## src/rtl/xilinx_exit_status_monitor.sv

```systemverilog
`default_nettype none
// ============================================================================
// Module   : xilinx_exit_status_monitor
// Purpose  : Watches the x_heep_system exit handshake on the FPGA board. It
//            captures the first exit event only, and latches the exit code and
//            a pass/fail verdict. It drives one status LED:
//              running -> heartbeat square wave (half-period HEARTBEAT_CYCLES)
//              pass    -> solid on
//              fail    -> blink pattern (see EXIT_BLINK_CODE_EN below)
// Build    : EXIT_BLINK_CODE_EN
//              defined   -> a fail blinks N pulses, then a GAP_CYCLES pause,
//                           repeated forever. N is the exit code low nibble,
//                           and a nibble of 0 counts as 16.
//              undefined -> a fail gives a plain square wave with half-period
//                           BLINK_CYCLES.
// Ports    : clk_i          system clock (x_heep_system domain)
//            rst_ni         asynchronous active-low reset
//            exit_valid_i   program-exit strobe/level
//            exit_value_i   [31:0] exit code, qualified by exit_valid_i
//            exit_done_o    sticky, program has exited
//            exit_pass_o    sticky, exit code was zero
//            exit_fail_o    sticky, exit code was non-zero
//            exit_code_o    [31:0] latched exit code
//            status_led_o   LED drive, active high
// Revision : 1.0 - initial release
// ============================================================================
module xilinx_exit_status_monitor #(
  parameter int unsigned HEARTBEAT_CYCLES = 25000000,
  parameter int unsigned BLINK_CYCLES     = 5000000,
  parameter int unsigned GAP_CYCLES       = 20000000
) (
  input  logic        clk_i,
  input  logic        rst_ni,
  input  logic        exit_valid_i,
  input  logic [31:0] exit_value_i,
  output logic        exit_done_o,
  output logic        exit_pass_o,
  output logic        exit_fail_o,
  output logic [31:0] exit_code_o,
  output logic        status_led_o
);

  // The phase counter is shared by every state, so it is sized for the
  // longest period. The extra bit leaves headroom, so the counter cannot
  // overflow even when a parameter is an exact power of two.
  localparam int unsigned MAX_HB_BL  = (HEARTBEAT_CYCLES > BLINK_CYCLES) ?
                                       HEARTBEAT_CYCLES : BLINK_CYCLES;
  localparam int unsigned MAX_CYCLES = (MAX_HB_BL > GAP_CYCLES) ? MAX_HB_BL : GAP_CYCLES;
  localparam int unsigned CNT_W      = $clog2(MAX_CYCLES) + 1;

  localparam logic [CNT_W-1:0] HB_LAST    = CNT_W'(HEARTBEAT_CYCLES - 1);
  localparam logic [CNT_W-1:0] BLINK_LAST = CNT_W'(BLINK_CYCLES - 1);

`ifdef EXIT_BLINK_CODE_EN
  localparam logic [CNT_W-1:0] GAP_LAST = CNT_W'(GAP_CYCLES - 1);

  // Fail sub-states: the LED is on in BLINK_ON, and off in BLINK_OFF and GAP.
  typedef enum logic [2:0] {
    ST_RUN       = 3'd0,
    ST_PASS      = 3'd1,
    ST_BLINK_ON  = 3'd2,
    ST_BLINK_OFF = 3'd3,
    ST_GAP       = 3'd4
  } state_e;
`else
  typedef enum logic [1:0] {
    ST_RUN  = 2'd0,
    ST_PASS = 2'd1,
    ST_FAIL = 2'd2
  } state_e;
`endif

  state_e            state_q, state_d;
  logic [CNT_W-1:0]  cnt_q, cnt_d;
  logic              led_q, led_d;
  logic              valid_q;
  logic              done_q, done_d;
  logic              pass_q, pass_d;
  logic              fail_q, fail_d;
  logic [31:0]       code_q, code_d;
  logic              exit_event;

`ifdef EXIT_BLINK_CODE_EN
  logic [4:0]        pulse_q, pulse_d;   // number of the pulse in progress (1..16)
  logic [4:0]        blink_n;            // pulses per repetition

  // A non-zero code with a zero low nibble would otherwise give no pulses,
  // so it is shown as 16 pulses.
  assign blink_n = (code_q[3:0] == 4'd0) ? 5'd16 : {1'b0, code_q[3:0]};
`endif

  // Rising-edge detect. valid_q resets to 0, so a level that is already high
  // when reset is released still counts as one event.
  assign exit_event = exit_valid_i & ~valid_q;

  always_comb begin
    state_d = state_q;
    cnt_d   = cnt_q;
    led_d   = led_q;
    done_d  = done_q;
    pass_d  = pass_q;
    fail_d  = fail_q;
    code_d  = code_q;
`ifdef EXIT_BLINK_CODE_EN
    pulse_d = pulse_q;
`endif

    case (state_q)
      ST_RUN: begin
        if (exit_event) begin
          // Capture is allowed only here, so every later event is ignored.
          done_d = 1'b1;
          pass_d = (exit_value_i == 32'd0);
          fail_d = (exit_value_i != 32'd0);
          code_d = exit_value_i;
          cnt_d  = '0;
          if (exit_value_i == 32'd0) begin
            state_d = ST_PASS;
            led_d   = 1'b1;
          end else begin
`ifdef EXIT_BLINK_CODE_EN
            state_d = ST_BLINK_ON;
            led_d   = 1'b1;
            pulse_d = 5'd1;
`else
            state_d = ST_FAIL;
            led_d   = 1'b0;
`endif
          end
        end else if (cnt_q == HB_LAST) begin
          cnt_d = '0;
          led_d = ~led_q;
        end else begin
          cnt_d = cnt_q + 1'b1;
        end
      end

      ST_PASS: begin
        led_d = 1'b1;
      end

`ifdef EXIT_BLINK_CODE_EN
      ST_BLINK_ON: begin
        if (cnt_q == BLINK_LAST) begin
          state_d = ST_BLINK_OFF;
          cnt_d   = '0;
          led_d   = 1'b0;
        end else begin
          cnt_d = cnt_q + 1'b1;
        end
      end

      ST_BLINK_OFF: begin
        if (cnt_q == BLINK_LAST) begin
          cnt_d = '0;
          if (pulse_q == blink_n) begin
            state_d = ST_GAP;
          end else begin
            state_d = ST_BLINK_ON;
            led_d   = 1'b1;
            pulse_d = pulse_q + 5'd1;
          end
        end else begin
          cnt_d = cnt_q + 1'b1;
        end
      end

      ST_GAP: begin
        if (cnt_q == GAP_LAST) begin
          state_d = ST_BLINK_ON;
          cnt_d   = '0;
          led_d   = 1'b1;
          pulse_d = 5'd1;
        end else begin
          cnt_d = cnt_q + 1'b1;
        end
      end
`else
      ST_FAIL: begin
        if (cnt_q == BLINK_LAST) begin
          cnt_d = '0;
          led_d = ~led_q;
        end else begin
          cnt_d = cnt_q + 1'b1;
        end
      end
`endif

      default: begin
        state_d = ST_RUN;
        cnt_d   = '0;
      end
    endcase
  end

  always_ff @(posedge clk_i or negedge rst_ni) begin
    if (!rst_ni) begin
      state_q <= ST_RUN;
      cnt_q   <= '0;
      led_q   <= 1'b0;
      valid_q <= 1'b0;
      done_q  <= 1'b0;
      pass_q  <= 1'b0;
      fail_q  <= 1'b0;
      code_q  <= 32'd0;
`ifdef EXIT_BLINK_CODE_EN
      pulse_q <= 5'd0;
`endif
    end else begin
      state_q <= state_d;
      cnt_q   <= cnt_d;
      led_q   <= led_d;
      valid_q <= exit_valid_i;
      done_q  <= done_d;
      pass_q  <= pass_d;
      fail_q  <= fail_d;
      code_q  <= code_d;
`ifdef EXIT_BLINK_CODE_EN
      pulse_q <= pulse_d;
`endif
    end
  end

  assign exit_done_o  = done_q;
  assign exit_pass_o  = pass_q;
  assign exit_fail_o  = fail_q;
  assign exit_code_o  = code_q;
  assign status_led_o = led_q;

endmodule
`default_nettype wire

```

## config.mk

```make
export PLATFORM = sky130hd
export DESIGN_NAME = xilinx_exit_status_monitor
export DESIGN_NICKNAME = d
export VERILOG_FILES = /design/src/rtl/xilinx_exit_status_monitor.sv
export SDC_FILE = /design/constraint.sdc
export NUM_CORES = 1
export LEC_CHECK = 0
export ABC_AREA = 1
export BUFFER_PORTS_ARGS = -buffer_cell sky130_fd_sc_hd__buf_2
export CORE_MARGIN = 2
export CORE_UTILIZATION = 61
export CTS_BUF_LIST = sky130_fd_sc_hd__clkbuf_4
export DETAILED_ROUTE_END_ITERATION = 12
export PLACE_DENSITY_LB_ADDON = 0.3
export SYNTH_ARGS = -nofsm -noshare
export SYNTH_HDL_FRONTEND = slang
export SYNTH_SLANG_ARGS = --single-unit
```

## constraint.sdc

```tcl
create_clock -name clk_i -period 3.1 [get_ports clk_i]
set_input_delay 0.62 -clock clk_i [delete_from_list [all_inputs] [get_ports clk_i]]
set_output_delay 0.62 -clock clk_i [all_outputs]
set_load 0.01 [all_outputs]
```

==> results.md <==
- Crit-path max FO: 25
- TritonRoute pass-1 iters: 5
- Largest net degree at the start of global routing: 37
- Post-CTS Setup Bufs: 0
- Switch share: 38.7%
- Sequential element share of the synthesized area: 46.0%
- Worst-Margin Slew: 718 ps
- Die area: 6430 µm²
- PD cells: 623 nW/µm²
- Worst EP arrival: 2470 ps
- Clock latency on the worst-skew pair: 420 ps
- Count leader, synth: nand2_1
- Clk_skew: 10.7 ps
- Vias in the first global route: 3066
- Routed vias/inst: 5.17
- Outcome: completed
- GPL Wtd Cong: 0.893
- Switch Pwr: 978 µW
- Slowest CP cell: dfrtp_1
- Total number of vias: 3332
- Per-cell routed wire length: 12.9 µm
- EDFF count, synth: 0
- Primary FF master, synth: dfrtp_1
- Top-area cell type share of the netlist area: 46.0%
- Comb power frac: 33.0%
- Syn Area/Cell: 7.14 µm²
- Layout Cell Area excl Fill: 4060 µm²
- Max Cap Violations: 0
- R2r startpoint: state_q[1]$_DFFE_PN0P_
- R2R Setup Slk: 980 ps
- CTS Sinks: 65
- First-pass GRT wire length: 13.9 mm
- Layout Nets: 608
- Top cells by count, synth: nand2_1, dfrtp_1, nor2_1
- Total number of yosys warnings: 0
- Net count after synthesis: 536
- Die W: 80.2 µm
- Hold Crit Class: in2async
- Final Max Tran Viols: 0
- Setup TNS: 0 ps
- Top Ports: 71
- CTS tree: yes
- Num CTS Buffers: 9
- Worst slew margin: 52.1%
- Row cnt: 27
- Unrepaired setup endpoints after global routing: no
- Worst-path cell chain: inv_1 -> ha_1 -> buf_4 -> a21oi_2 -> inv_1 -> a21oi_1 -> a21oi_1 -> nor2_1 -> nand2_1 -> o21ai_1
- CTS root buf: clkbuf_4
- Internal: 1550 µW
- CTS resizes: 0
- Clock network fraction of total power: 19.1%
- Final min period: 2120 ps
- Slowest stage delay, CP: 410 ps
- GR Overflow Total: 0
- IO buf count: 70
- DRC viols: 0
- CP Launch Type: register
- Yosys cell types: 30
- Dpl cell area: 3950 µm²
- # hold bufs at CTS: 0
- Max Fclk: 0.471 GHz
- Leading area contributor after synthesis: dfrtp_1
- Antenna violations before repair: 0
- Synth top area cells: dfrtp_1, nand2_1, nor2_1
- Worst VDD drop: 0.502 mV
- Layout cells sized above 1: 18.8%
- Layout area overhead: 14.6%
- Final setup viols: 0
- Die height: 80.2 µm
- Clock slew at reported path FFs: 110 ps
- Final Hold Fails: 0
- Reg2reg path depth: 10
- Starting Density: 63.9%
- Post-synthesis register bit count: 65
- Async S/R FF share, synth: 100%
- ANT nets after route: 0
- Power, Total: 2530 µW
- R2r endpoint: cnt_q[9]$_DFFE_PN0N_
- H-tree levels: 3
- Post-DP HPWL: 6.09 mm
- GRT Total Usage: 28.2%
- Sequential share of power: 47.9%
- Req. time, crit path: 3440 ps
- DRT iter0 DRCs: 194
- WL final: 8.31 mm
- Leak pwr: 0.00216 µW
- Tcrit/Tclk final: 68.5%
- Crit. End Element: register
- Kind of critical path: reg2reg
- Hold_ws: 244 ps
- Gate Count Post-Synth: 496
- Max clock buf depth: 2
- Post-Syn Area: 3540 µm²
- Ant diodes: 0
- Core region area: 5540 µm²
## cell type report
type | instances | area, µm²
Inverter | 37 | 139
Tap cell | 72 | 90.1
Multi-Input combinational cell | 381 | 1710
Timing Repair Buffer | 74 | 380
Sequential cell | 65 | 1630
Clock inverter | 6 | 35.0
Fill cell | 446 | 1490
Clock buffer | 10 | 75.1
## critical path: cells and delay by family, from the launching register on
kind,cells,cell delay [ps]
adder cells (fa/ha/maj),1,180
buffers and inverters,3,610
AO/OA/AOI/OAI,4,700
flip-flops,1,410
AND/OR/NAND/NOR,2,150
## power groups by stage
stage	combinational, µW	sequential, µW	clock, µW
finish	834	1210	483
global route	950	1230	526
CTS	844	1210	491
detailed placement	846	1220	0
global placement	816	1210	0
floorplan	420	1310	0
## how the worst max path moves through the flow
stage / end / cells past startpoint / startpoint
global route: cnt_q[9]$_DFFE_PN0N_ / 10 / state_q[1]$_DFFE_PN0P_
floorplan: exit_code_o[0]$_DFFE_PN0P_ / 8 / exit_valid_i
CTS: cnt_q[9]$_DFFE_PN0N_ / 10 / state_q[1]$_DFFE_PN0P_
global placement: cnt_q[9]$_DFFE_PN0N_ / 10 / state_q[1]$_DFFE_PN0P_
finish: cnt_q[9]$_DFFE_PN0N_ / 10 / state_q[1]$_DFFE_PN0P_
detailed placement: cnt_q[9]$_DFFE_PN0N_ / 10 / state_q[1]$_DFFE_PN0P_
## sequential cells by signal, summed over array words and instances (netlist names)
| signal | cells |
|---|---|
| cnt_q | 26 |
| exit_code_o | 32 |
| exit_done_o | 1 |
| exit_fail_o | 1 |
| exit_pass_o | 1 |
| state_q | 2 |
| status_led_o | 1 |
| valid_q | 1 |
## metal layers
layer / up-vias / global-route usage [%] / share of wire, %
li1: 1687 / - / -
met1: 1528 / 36.1 / 43
met2: 107 / 48.0 / 50
met3: 10 / 5.06 / 5.8
met4: 0 / 9.83 / 1.3
met5: - / 0 / 0
## metrics by stage
step | cells | util, % | setup slack [ps]
after CTS | 645 | 73.2 | 1010
after detailed placement | 629 | 71.2 | 1050
after global routing | 645 | 73.2 | 839
after global placement | 629 | 71.2 | 1100
after floorplan | 496 | - | 1470
final | 645 | 73.2 | 975
## layout by cell type, fill, tap and decap left out, drive strengths merged
cell	count
ha	5
dfrtp	65
o21a	1
inv	37
xor2	8
nand3	36
o21ai	11
and2	1
or2	2
nand4	4
clkinvlp	1
nand3b	3
nor2	67
nor3	5
o31ai	1
o21bai	1
clkbuf	10
a21oi	15
clkinv	5
nor3b	1
nand2	220
buf	74
## logic make-up (layout without fill, tap and decap cells)
kind of cell	count (synthesis)	count (layout)	share of synthesized area, %
adders and majority gates	5	5	1.77
buffers and inverters	50	127	5.83
and+or+nand+nor	339	339	40.0
AOI/OAI and AO/OA	29	29	4.42
xor gates and xnor gates	8	8	1.98
DFF	65	65	46.0
Power figures use the tool's default switching activity.
